**src/rtl/dac_spi_seq_if.sv**
```systemverilog
// Command port of the DAC SPI sequencer: one frame plus its target channel,
// transferred on a valid/ready handshake.
interface dac_spi_seq_if #(
    parameter int DWIDTH = 24,
    parameter int CHW    = 1
);
    logic              cmd_valid;
    logic              cmd_ready;
    logic [DWIDTH-1:0] cmd_data;
    logic [CHW-1:0]    cmd_ch;

    // Sender side (command decoder / testbench)
    modport master (output cmd_valid, output cmd_data, output cmd_ch, input cmd_ready);
    // Receiver side (the sequencer)
    modport slave  (input cmd_valid, input cmd_data, input cmd_ch, output cmd_ready);
endinterface

```
**src/rtl/dac_spi_seq.sv**
```systemverilog
// Queued multi-channel SPI write engine for the board DACs.
// Frames arrive through a small FIFO and are shifted out MSB first on a shared
// SCLK/DIN pair, framed by one active-low SYNC line per DAC. After reset the
// engine waits for the init counter, sends one power-up frame per channel, and
// only then releases queued user traffic.
module dac_spi_seq #(
    parameter int                DWIDTH      = 24,
    parameter int                CHW         = 1,
    parameter int                CLKDIV      = 16,
    parameter int                GAP         = 32,
    parameter int                FDEPTH_LOG2 = 2,
    parameter logic [31:0]       WTIME1      = 32'd10000000,
    parameter logic [31:0]       WTIME2      = 32'd30000000,
    parameter logic [DWIDTH-1:0] INIT_FRAME  = DWIDTH'(24'h080000)
) (
    input  logic                 clk,
    input  logic                 rst_n,
    dac_spi_seq_if.slave         cmd,
    output logic                 spi_sclk,
    output logic                 spi_data,
    output logic [(2**CHW)-1:0]  spi_sync,
    output logic                 busy,
    output logic                 init_done,
    output logic [FDEPTH_LOG2:0] fifo_count
);

    localparam int NCH   = 2 ** CHW;
    localparam int DEPTH = 2 ** FDEPTH_LOG2;
    localparam int CW    = FDEPTH_LOG2 + 1;
    localparam int DIVW  = (CLKDIV > 1) ? $clog2(CLKDIV) : 1;
    localparam int BITW  = $clog2(DWIDTH);
    localparam int GAPW  = $clog2(GAP + 1);
    localparam int FW    = CHW + DWIDTH;

    typedef enum logic [2:0] {
        S_INIT_WAIT = 3'd0,
        S_IDLE      = 3'd1,
        S_LOAD      = 3'd2,
        S_SHIFT     = 3'd3,
        S_GAP       = 3'd4
    } state_t;

    state_t                 state_q, state_d;
    logic [31:0]            cnt_q, cnt_d;
    logic [DIVW-1:0]        div_q, div_d;
    logic [BITW-1:0]        bit_q, bit_d;
    logic [GAPW-1:0]        gap_q, gap_d;
    logic [DWIDTH-1:0]      shreg_q, shreg_d;
    logic                   init_pend_q, init_pend_d;
    logic                   init_seq_q, init_seq_d;
    logic [CHW-1:0]         init_idx_q, init_idx_d;
    logic                   init_done_q, init_done_d;
    logic                   sclk_q, sclk_d;
    logic                   data_q, data_d;
    logic [NCH-1:0]         sync_q, sync_d;
    logic                   busy_q, busy_d;

    logic [FW-1:0]          mem_q [DEPTH];
    logic [FDEPTH_LOG2-1:0] wr_ptr_q, wr_ptr_d;
    logic [FDEPTH_LOG2-1:0] rd_ptr_q, rd_ptr_d;
    logic [CW-1:0]          count_q, count_d;

    logic                   full_s;
    logic                   push_s;
    logic                   pop_s;
    logic                   launch_s;
    logic [DWIDTH-1:0]      launch_frame_s;
    logic [CHW-1:0]         launch_ch_s;
    logic [FW-1:0]          head_s;

    assign full_s        = (count_q == CW'(DEPTH));
    assign push_s        = cmd.cmd_valid & ~full_s;
    assign head_s        = mem_q[rd_ptr_q];
    assign cmd.cmd_ready = ~full_s;

    assign spi_sclk   = sclk_q;
    assign spi_data   = data_q;
    assign spi_sync   = sync_q;
    assign busy       = busy_q;
    assign init_done  = init_done_q;
    assign fifo_count = count_q;

    // State register, counters, shifter, registered pin drivers and FIFO storage
    always_ff @(posedge clk) begin
        if (!rst_n) begin
            state_q     <= S_INIT_WAIT;
            cnt_q       <= 32'd0;
            div_q       <= '0;
            bit_q       <= '0;
            gap_q       <= '0;
            shreg_q     <= '0;
            init_pend_q <= 1'b0;
            init_seq_q  <= 1'b0;
            init_idx_q  <= '0;
            init_done_q <= 1'b0;
            sclk_q      <= 1'b1;
            data_q      <= 1'b0;
            sync_q      <= '1;
            busy_q      <= 1'b0;
            wr_ptr_q    <= '0;
            rd_ptr_q    <= '0;
            count_q     <= '0;
            for (int i = 0; i < DEPTH; i++) begin
                mem_q[i] <= '0;
            end
        end else begin
            state_q     <= state_d;
            cnt_q       <= cnt_d;
            div_q       <= div_d;
            bit_q       <= bit_d;
            gap_q       <= gap_d;
            shreg_q     <= shreg_d;
            init_pend_q <= init_pend_d;
            init_seq_q  <= init_seq_d;
            init_idx_q  <= init_idx_d;
            init_done_q <= init_done_d;
            sclk_q      <= sclk_d;
            data_q      <= data_d;
            sync_q      <= sync_d;
            busy_q      <= busy_d;
            wr_ptr_q    <= wr_ptr_d;
            rd_ptr_q    <= rd_ptr_d;
            count_q     <= count_d;
            if (push_s) begin
                mem_q[wr_ptr_q] <= {cmd.cmd_ch, cmd.cmd_data};
            end else begin
                mem_q[wr_ptr_q] <= mem_q[wr_ptr_q];
            end
        end
    end

    // Next-state, bit timing, init sequencing and FIFO bookkeeping
    always_comb begin
        state_d        = state_q;
        cnt_d          = cnt_q;
        div_d          = div_q;
        bit_d          = bit_q;
        gap_d          = gap_q;
        shreg_d        = shreg_q;
        init_pend_d    = init_pend_q;
        init_seq_d     = init_seq_q;
        init_idx_d     = init_idx_q;
        init_done_d    = init_done_q;
        sclk_d         = sclk_q;
        data_d         = data_q;
        sync_d         = sync_q;
        wr_ptr_d       = wr_ptr_q;
        rd_ptr_d       = rd_ptr_q;
        count_d        = count_q;
        pop_s          = 1'b0;
        launch_s       = 1'b0;
        launch_frame_s = '0;
        launch_ch_s    = '0;

        // Free-running init counter, parked at WTIME2 once it gets there
        if (cnt_q == WTIME2) begin
            cnt_d = cnt_q;
        end else begin
            cnt_d = cnt_q + 32'd1;
        end

        case (state_q)
            S_INIT_WAIT: begin
                if (cnt_q == WTIME1) begin
                    init_pend_d = 1'b1;
                    init_seq_d  = 1'b1;
                    init_idx_d  = '0;
                    state_d     = S_IDLE;
                end else begin
                    state_d = S_INIT_WAIT;
                end
            end
            S_IDLE: begin
                // Power-up frames go first and never touch the FIFO
                if (init_pend_q) begin
                    launch_s       = 1'b1;
                    launch_frame_s = INIT_FRAME;
                    launch_ch_s    = init_idx_q;
                    init_idx_d     = init_idx_q + CHW'(1);
                    if (init_idx_q == CHW'(NCH - 1)) begin
                        init_pend_d = 1'b0;
                    end else begin
                        init_pend_d = 1'b1;
                    end
                end else if (init_done_q) begin
                    if (count_q != '0) begin
                        launch_s       = 1'b1;
                        launch_frame_s = head_s[DWIDTH-1:0];
                        launch_ch_s    = head_s[FW-1:DWIDTH];
                        pop_s          = 1'b1;
                    end else begin
                        state_d = S_IDLE;
                    end
                end else if (init_seq_q && (cnt_q == WTIME2)) begin
                    init_done_d = 1'b1;
                end else begin
                    state_d = S_IDLE;
                end
            end
            S_LOAD, S_SHIFT: begin
                // The LOAD cycle is already the first SCLK-high cycle of bit 0
                state_d = S_SHIFT;
                if (div_q == DIVW'(CLKDIV - 1)) begin
                    div_d = '0;
                    if (sclk_q) begin
                        sclk_d = 1'b0;
                    end else if (bit_q == BITW'(DWIDTH - 1)) begin
                        sclk_d  = 1'b1;
                        data_d  = 1'b0;
                        sync_d  = '1;
                        gap_d   = '0;
                        state_d = S_GAP;
                    end else begin
                        sclk_d  = 1'b1;
                        shreg_d = {shreg_q[DWIDTH-2:0], 1'b0};
                        data_d  = shreg_q[DWIDTH-2];
                        bit_d   = bit_q + BITW'(1);
                    end
                end else begin
                    div_d = div_q + DIVW'(1);
                end
            end
            S_GAP: begin
                // First GAP cycle is the one where SYNC deasserts; GAP quiet cycles follow
                if (gap_q == GAPW'(GAP)) begin
                    state_d = S_IDLE;
                end else begin
                    gap_d = gap_q + GAPW'(1);
                end
            end
            default: begin
                state_d = S_INIT_WAIT;
                sclk_d  = 1'b1;
                data_d  = 1'b0;
                sync_d  = '1;
            end
        endcase

        // Frame launch: SYNC, first data bit and shifter are all loaded on the LOAD edge
        if (launch_s) begin
            state_d = S_LOAD;
            shreg_d = launch_frame_s;
            data_d  = launch_frame_s[DWIDTH-1];
            sclk_d  = 1'b1;
            sync_d  = ~(NCH'(1) << launch_ch_s);
            div_d   = '0;
            bit_d   = '0;
        end else begin
            shreg_d = shreg_d;
        end

        if (push_s) begin
            wr_ptr_d = wr_ptr_q + FDEPTH_LOG2'(1);
        end else begin
            wr_ptr_d = wr_ptr_q;
        end
        if (pop_s) begin
            rd_ptr_d = rd_ptr_q + FDEPTH_LOG2'(1);
        end else begin
            rd_ptr_d = rd_ptr_q;
        end
        case ({push_s, pop_s})
            2'b10:   count_d = count_q + CW'(1);
            2'b01:   count_d = count_q - CW'(1);
            default: count_d = count_q;
        endcase

        busy_d = (state_d == S_LOAD) || (state_d == S_SHIFT) || (state_d == S_GAP) ||
                 (count_d != '0);
    end

endmodule

```
**src/flat_wrapper.sv**
```systemverilog
// flat-port wrapper written by rule: the top's interface ports become plain ports
module dac_spi_seq_flat 
#(
    parameter int                DWIDTH      = 24,
    parameter int                CHW         = 1,
    parameter int                CLKDIV      = 16,
    parameter int                GAP         = 32,
    parameter int                FDEPTH_LOG2 = 2,
    parameter logic [31:0]       WTIME1      = 32'd10000000,
    parameter logic [31:0]       WTIME2      = 32'd30000000,
    parameter logic [DWIDTH-1:0] INIT_FRAME  = DWIDTH'(24'h080000)
)
  (clk, rst_n, spi_sclk, spi_data, spi_sync, busy, init_done, fifo_count, cmd_cmd_valid, cmd_cmd_data, cmd_cmd_ch, cmd_cmd_ready);
  dac_spi_seq_if #(.DWIDTH(DWIDTH), .CHW(CHW)) cmd_i ();
  input  logic clk;
  input  logic rst_n;
  output logic spi_sclk;
  output logic spi_data;
  output logic [(2**CHW)-1:0] spi_sync;
  output logic busy;
  output logic init_done;
  output logic [FDEPTH_LOG2:0] fifo_count;
  input wire logic [$bits(cmd_i.cmd_valid)-1:0] cmd_cmd_valid;
  input wire logic [$bits(cmd_i.cmd_data)-1:0] cmd_cmd_data;
  input wire logic [$bits(cmd_i.cmd_ch)-1:0] cmd_cmd_ch;
  output wire logic [$bits(cmd_i.cmd_ready)-1:0] cmd_cmd_ready;
  assign cmd_i.cmd_valid = cmd_cmd_valid;
  assign cmd_i.cmd_data = cmd_cmd_data;
  assign cmd_i.cmd_ch = cmd_cmd_ch;
  assign cmd_cmd_ready = cmd_i.cmd_ready;
  dac_spi_seq #(.DWIDTH(DWIDTH), .CHW(CHW), .CLKDIV(CLKDIV), .GAP(GAP), .FDEPTH_LOG2(FDEPTH_LOG2), .WTIME1(WTIME1), .WTIME2(WTIME2), .INIT_FRAME(INIT_FRAME)) u_core (.clk(clk), .rst_n(rst_n), .cmd(cmd_i), .spi_sclk(spi_sclk), .spi_data(spi_data), .spi_sync(spi_sync), .busy(busy), .init_done(init_done), .fifo_count(fifo_count));
endmodule
```
**config.mk**
```make
export PLATFORM = sky130hd
export DESIGN_NAME = dac_spi_seq_flat
export DESIGN_NICKNAME = d
export VERILOG_FILES = /design/src/rtl/dac_spi_seq_if.sv /design/src/rtl/dac_spi_seq.sv /design/src/flat_wrapper.sv
export SDC_FILE = /design/constraint.sdc
export NUM_CORES = 1
export LEC_CHECK = 0
export ABC_AREA = 1
export ABC_CLOCK_PERIOD_IN_PS = 3800
export BUFFER_PORTS_ARGS = -buffer_cell sky130_fd_sc_hd__buf_4
export CORE_UTILIZATION = 40
export CTS_BUF_LIST = sky130_fd_sc_hd__clkbuf_16
export DETAILED_ROUTE_END_ITERATION = 6
export PLACE_DENSITY = 0.52
export SLEW_MARGIN = 25
export SYNTH_ARGS = -nofsm -noshare
export SYNTH_HDL_FRONTEND = slang
export SYNTH_SLANG_ARGS = --single-unit
```
**constraint.sdc**
```tcl
create_clock -name clk -period 3.8 [get_ports clk]
set_input_delay 0.38 -clock clk [delete_from_list [all_inputs] [get_ports clk]]
set_output_delay 0.38 -clock clk [all_outputs]
set_load 0.01 [all_outputs]
```
## After elaboration in Yosys (flattened, before gate mapping)

Memory sizes are Yosys's and may differ from the RTL's. A register that Yosys moved wholly into a read port is not among the register bits.
Index checks and enable logic that the tools add are counted.

| cells by class | value |
|---|---|
| $add $sub $neg | 9 |
| eq/ne operators | 28 |
| shifts and indexed selects | 1 |
| muxes and demuxes | 72 |
| bitwise logic cells | 9 |
| reduce and logical (&&, ||, !) cells | 26 |

Operators by type and width:

| operator | number |
|---|---|
| $mux 23 | 5 |
| $mux 24 | 4 |
| $mux 25 | 2 |
| $add 32x1->32 const B | 1 |
| $eq 32x24->1 const B | 1 |
| $eq 32x25->1 const B | 1 |
| $mux 1 | 32 |
| $mux 3 | 9 |
| $reduce_or 25->1 | 1 |
| $mux 6 | 4 |
| $mux 2 | 7 |
| $eq 3x2->1 const B | 4 |
| $ne 2x1->1 const B | 6 |
| $pmux 3 s4 | 1 |
| $pmux 6 s2 | 1 |
| $reduce_and 4->1 | 3 |
| $reduce_and 2->1 | 5 |
| $eq 3x3->1 const B | 3 |
| $pmux 1 s2 | 4 |
| $reduce_bool 2->1 | 4 |
| $add 6x1->6 const B | 1 |
| $eq 6x6->1 const B | 1 |
| $ne 2x2->1 const B | 3 |
| $ne 3x1->1 const B | 2 |
| 29 further kinds | 40 |

| word-level totals | value |
|---|---|
| flip-flop bits (word level) | 89 |
| memory bits (writable) | 100 |
| input bits | 28 |
| output and inout port bits | 10 |
| word-level logic and storage cells | 163 |
| memories | 1 |

Memory list:

| name | words | bits a word | rd ports | clocked after Yosys merged registers in | wr ports | RTL line | source |
|---|---|---|---|---|---|---|---|
| u_core.mem_q | 4 | 25 | 1 | 1 | 4 | dac_spi_seq.sv:58 | `logic [FW-1:0] mem_q [DEPTH];` |

## Logic depth before layout (Yosys ltp)

| logic depth | value |
|---|---|
| depth after elaboration | 11 |
| gate-level depth with buffers | 13 |
| gate-level depth less buffers | 13 |

## Least setup slack after synthesis

Ideal clock, no wire load.

| timing path | value |
|---|---|
| path type | register to register |
| start point | reg u_core.count_q[0] (netlist: u_core.fifo_count[0]) |
| end point | mem u_core.mem_q[3][0] (netlist name) (enable) |
| setup time | 0.446 ns |
| arrival | 2.611 ns |
| data required time | 3.354 ns |
| slack | 0.743 ns |
| cell stages (with the launch flop) | 5 |
| path buffers | 0 |
| period minus slack after synthesis | 3.057 ns |
| path through | dfxtp_1 inv_2 nand3_2 nand2_2 o31ai_1 |

RTL lines:

| item | RTL line | source |
|---|---|---|
| start, declared | dac_spi_seq.sv:61 | `logic [CW-1:0] count_q, count_d;` |
| start signal, assigned | dac_spi_seq.sv:123 | `count_q <= count_d;` |
| end, declared | dac_spi_seq.sv:58 |  |

## Worst setup path in the final report

| timing path | value |
|---|---|
| start point | reg u_core.div_q[0] |
| end point | reg u_core.shreg_q[2] |

| between the ends | value |
|---|---|
| word-level cells in the longest chain between the ends | 3 |

Ends and longest elaborated chain:

| item | RTL line | source |
|---|---|---|
| start, declared | dac_spi_seq.sv:45 | `logic [DIVW-1:0] div_q, div_d;` |
| start signal, assigned | dac_spi_seq.sv:109 | `div_q <= div_d;` |
| $eq 4x4->1 | dac_spi_seq.sv:203 | `if (div_q == DIVW'(CLKDIV - 1)) begin` |
| $reduce_bool 2->1 (no source line) | -- |  |
| $reduce_and 4->1 (no source line) | -- |  |
| end signal, assigned | dac_spi_seq.sv:112 | `shreg_q <= shreg_d;` |
| end, declared | dac_spi_seq.sv:48 | `logic [DWIDTH-1:0] shreg_q, shreg_d;` |

No other way between the ends.
A chain may end at the register's enable or synchronous reset.

==> impl_metrics.sql <==
INSERT INTO impl_metrics (metric_group, metric, value, unit) VALUES
('worst_setup_path', 'critical_path_peak_fanout', '22', ''),
('timing', 'finalCritPeriodShare', '61.4', '%'),
('synthesis', 'cell_type_with_the_highest_aggregate_area_in_the_netlist', 'edfxtp_1', ''),
('timing', 'hold_slack', '0.237', 'ns'),
('worst_setup_path', 'critical_path.most_common_cell', 'nor2_1', ''),
('grt', 'grt_first_pass_wirelength', '36800', 'um'),
('route', 'viasPerCell', '4.97', ''),
('grt', 'grt_antenna_before_repair', '0', ''),
('synthesis', 'ys_warn_count', '0', ''),
('clock_network', 'max-clock-path-buffers', '2', ''),
('timing', 'skew', '0.0147', 'ns'),
('worst_setup_path', 'crit_slowest_cell', 'dfxtp_1', ''),
('layout', 'diodes_inserted', '0', ''),
('worst_setup_path', 'worst_path_required', '4.13', 'ns'),
('grt', 'globalRoute.totalOverflow', '0', ''),
('synthesis', 'synth_largest_type_area_fraction', '32.8', '%'),
('timing', 'grt_setup_unrepaired', 'false', ''),
('timing', 'maxSlewHeadroom', '31.7', '%'),
('synthesis', 'yosys_register_bits', '191', ''),
('timing', 'setup_violations', '0', ''),
('synthesis', 'yosys.cell_types.count', '44', ''),
('clock_network', 'cts_tree', 'yes', ''),
('power', 'p_sw_share', '25.7', '%'),
('outcome', 'outcome', 'finished clean', ''),
('grt', 'grt_max_degree', '69', ''),
('route', 'via_count', '7430', ''),
('route', 'drtPass1Iterations', '5', ''),
('layout', 'finish.net_count', '1238', ''),
('power', 'worst_voltage_drop_across_the_vdd_grid', '0.215', 'mV'),
('clock_network', 'clock_insertion_delay_worst_skew', '0.45', 'ns'),
('route', 'ant_nets', '0', ''),
('synthesis', 'post_synth_edffs', '100', ''),
('die', 'floorplan.rows', '54', ''),
('synthesis', 'post_synthesis_instance_total', '1174', ''),
('synthesis', 'dominantRegCellSynth', 'edfxtp_1', ''),
('die', 'dieWidth', '153', 'um'),
('timing', 'final_layout_setup_total_negative_slack', '0', 'ns'),
('placement', 'numPortBuffers', '37', ''),
('worst_setup_path', 'critPathCaptureType', 'flop', ''),
('power', 'pwr_density', '432', 'mW/mm^2'),
('route', 'drt_iter0_markers', '448', ''),
('die', 'die-area', '0.0235', 'mm^2'),
('clock_network', 'cts-buffers-inserted', '17', ''),
('timing', 'drv_slew', '0', ''),
('worst_setup_path', 'crit_family', 'simple AND/OR/NAND/NOR gates', ''),
('worst_setup_path', 'crit_type', 'flop to flop', ''),
('placement', 'place_worst_setup_slack', '1.43', 'ns'),
('die', 'boundaryPins', '38', ''),
('timing', 'layout_min_cycle_time', '2.33', 'ns'),
('synthesis', 'synth_area_leaders', 'edfxtp_1, dfxtp_1, nor2_1, nand2_1, inv_1', ''),
('clock_network', 'cts.reportedPaths.clkPinSlew', '0.08', 'ns'),
('timing', 'final_critical_path_setup_slack', '1.47', 'ns'),
('timing', 'finalHoldViolCount', '0', ''),
('run', 'maxCapViolations', '0', ''),
('layout', 'commonest_cells_after_routing_fill_and_taps_aside', 'nor2_1, nand2_1, inv_1', ''),
('die', 'initial_core_util', '41.3', '%'),
('worst_setup_path', 'ff2ff_setup_slack', '1.47', 'ns'),
('power', 'share_seq_of_total_power', '51.6', '%'),
('layout', 'layout-area-overhead-vs-synth', '12.6', '%'),
('layout', 'proportion_of_layout_cells_with_a_drive_suffix_above_1', '9.22', '%'),
('timing', 'tightest_slew', '1.02', 'ns'),
('worst_setup_path', 'critical-path-max-stage-delay', '0.37', 'ns'),
('placement', 'rd_place_congestion', '0.875', ''),
('power', 'intPower', '3.31', 'mW'),
('grt', 'grt_pass1_vias', '7144', ''),
('route', 'detail_route.wl_per_cell', '15.2', 'um'),
('synthesis', 'syn-num-nets', '1210', ''),
('grt', 'grtUsageTotal', '20.3', '%'),
('worst_setup_path', 'crit_arrival', '2.67', 'ns'),
('power', 'p_switching', '1.14', 'mW'),
('worst_setup_path', 'timing.critical_path.from_type', 'flop', '');
## power groups by stage
stage / Sequential [mW] / Clock [mW] / Combinational [mW]
floorplan: 2.34 / 0 / 0.184
global placement: 2.34 / 0 / 0.310
detailed placement: 2.34 / 0 / 0.312
CTS: 2.30 / 1.87 / 0.314
global route: 2.30 / 1.97 / 0.347
finish: 2.29 / 1.85 / 0.309
## flip-flops by register name (all words and copies together), names as in the netlist, named ones only
name	count
u_core.mem_q	100
u_core.cnt_q	32
u_core.shreg_q	23
u_core.gap_q	6
u_core.bit_q	5
u_core.div_q	4
u_core.fifo_count	3
u_core.state_q	3
u_core.rd_ptr_q	2
u_core.spi_sync	2
u_core.wr_ptr_q	2
u_core.busy	1
u_core.init_done	1
u_core.init_idx_q	1
u_core.init_pend_q	1
u_core.init_seq_q	1
u_core.spi_data	1
u_core.spi_sclk	1
## through the flow
stage	power, mW	area (um^2)	instances	utilization [%]
2_1_floorplan	2.53	9160	1174	-
3_3_place_gp	2.65	9720	1463	43.9
3_5_place_dp	2.66	9720	1463	43.9
4_1_cts	4.48	10300	1495	46.5
5_1_grt	4.62	10300	1495	46.5
6_report	4.45	10300	1495	46.5
## worst paths after layout
path | end | cells past startpoint | start
worst min-delay path | u_core.mem_q[0][15]$_SDFFCE_PN0P_ | 3 | cmd_cmd_data[15]
worst min register to register | u_core.cnt_q[31]$_SDFFE_PN0P_ | 2 | u_core.cnt_q[31]$_SDFFE_PN0P_
worst max-delay path | u_core.shreg_q[2]$_SDFFE_PN0P_ | 9 | u_core.div_q[0]$_SDFFE_PP0N_
worst max register to register | u_core.shreg_q[2]$_SDFFE_PN0P_ | 9 | u_core.div_q[0]$_SDFFE_PP0N_
## worst register-to-register path: stages (launching register included)
cell and delay (ns):
dfxtp_1 0.37, ha_1 0.17, nand3_1 0.12, nor2_1 0.15, nand3_1 0.34, nand2_1 0.17
buf_4 0.26, inv_1 0.36, nor2_1 0.22, nor2_1 0.05
## kinds of logic after synthesis
| logic type | count (synthesis) | synth area share, % |
|---|---|---|
| AOI/OAI and AO/OA | 197 | 11.1 |
| xor gates and xnor gates | 6 | 0.574 |
| adders and majority gates | 8 | 1.17 |
| buffers and inverters | 199 | 8.58 |
| DFF | 191 | 52.7 |
| and+or+nand+nor | 573 | 25.9 |
## synthesized netlist by cell type, types with 2 or more instances
cell type,count
clkbuf_2,2
o21ai_0,104
nand4_1,18
clkbuf_1,21
nand3_1,40
inv_1,151
buf_4,2
nor3_1,16
ha_1,7
o22ai_1,4
clkinv_1,2
dfxtp_1,91
nand3_2,2
nand2_4,2
nand2_1,190
nor2_2,4
edfxtp_1,100
a31oi_1,2
nor3_2,2
or2_2,5
buf_2,14
nor2_1,284
xor2_1,5
nor3b_1,2
nand2_2,5
o21ai_1,13
inv_2,3
a21oi_1,67
## cell type report
class	count	area (um^2)
Inverter	158	597
Sequential cell	191	4830
Tap cell	280	350
Multi-Input combinational cell	784	3570
Clock buffer	17	425
Fill cell	2248	11900
Timing Repair Buffer	50	375
Clock inverter	15	165
## metal layers
layer  up-vias  wire, um  part of all wire, %  GRT usage, %
li1       3843         -                    -             -
met1      3426     10800                   47          26.2
met2       134     10800                   47          34.6
met3        27       806                  3.5          3.06
met4         0       427                  1.9          7.17
met5         -         0                    0             0
Power figures use the tool's default switching activity.
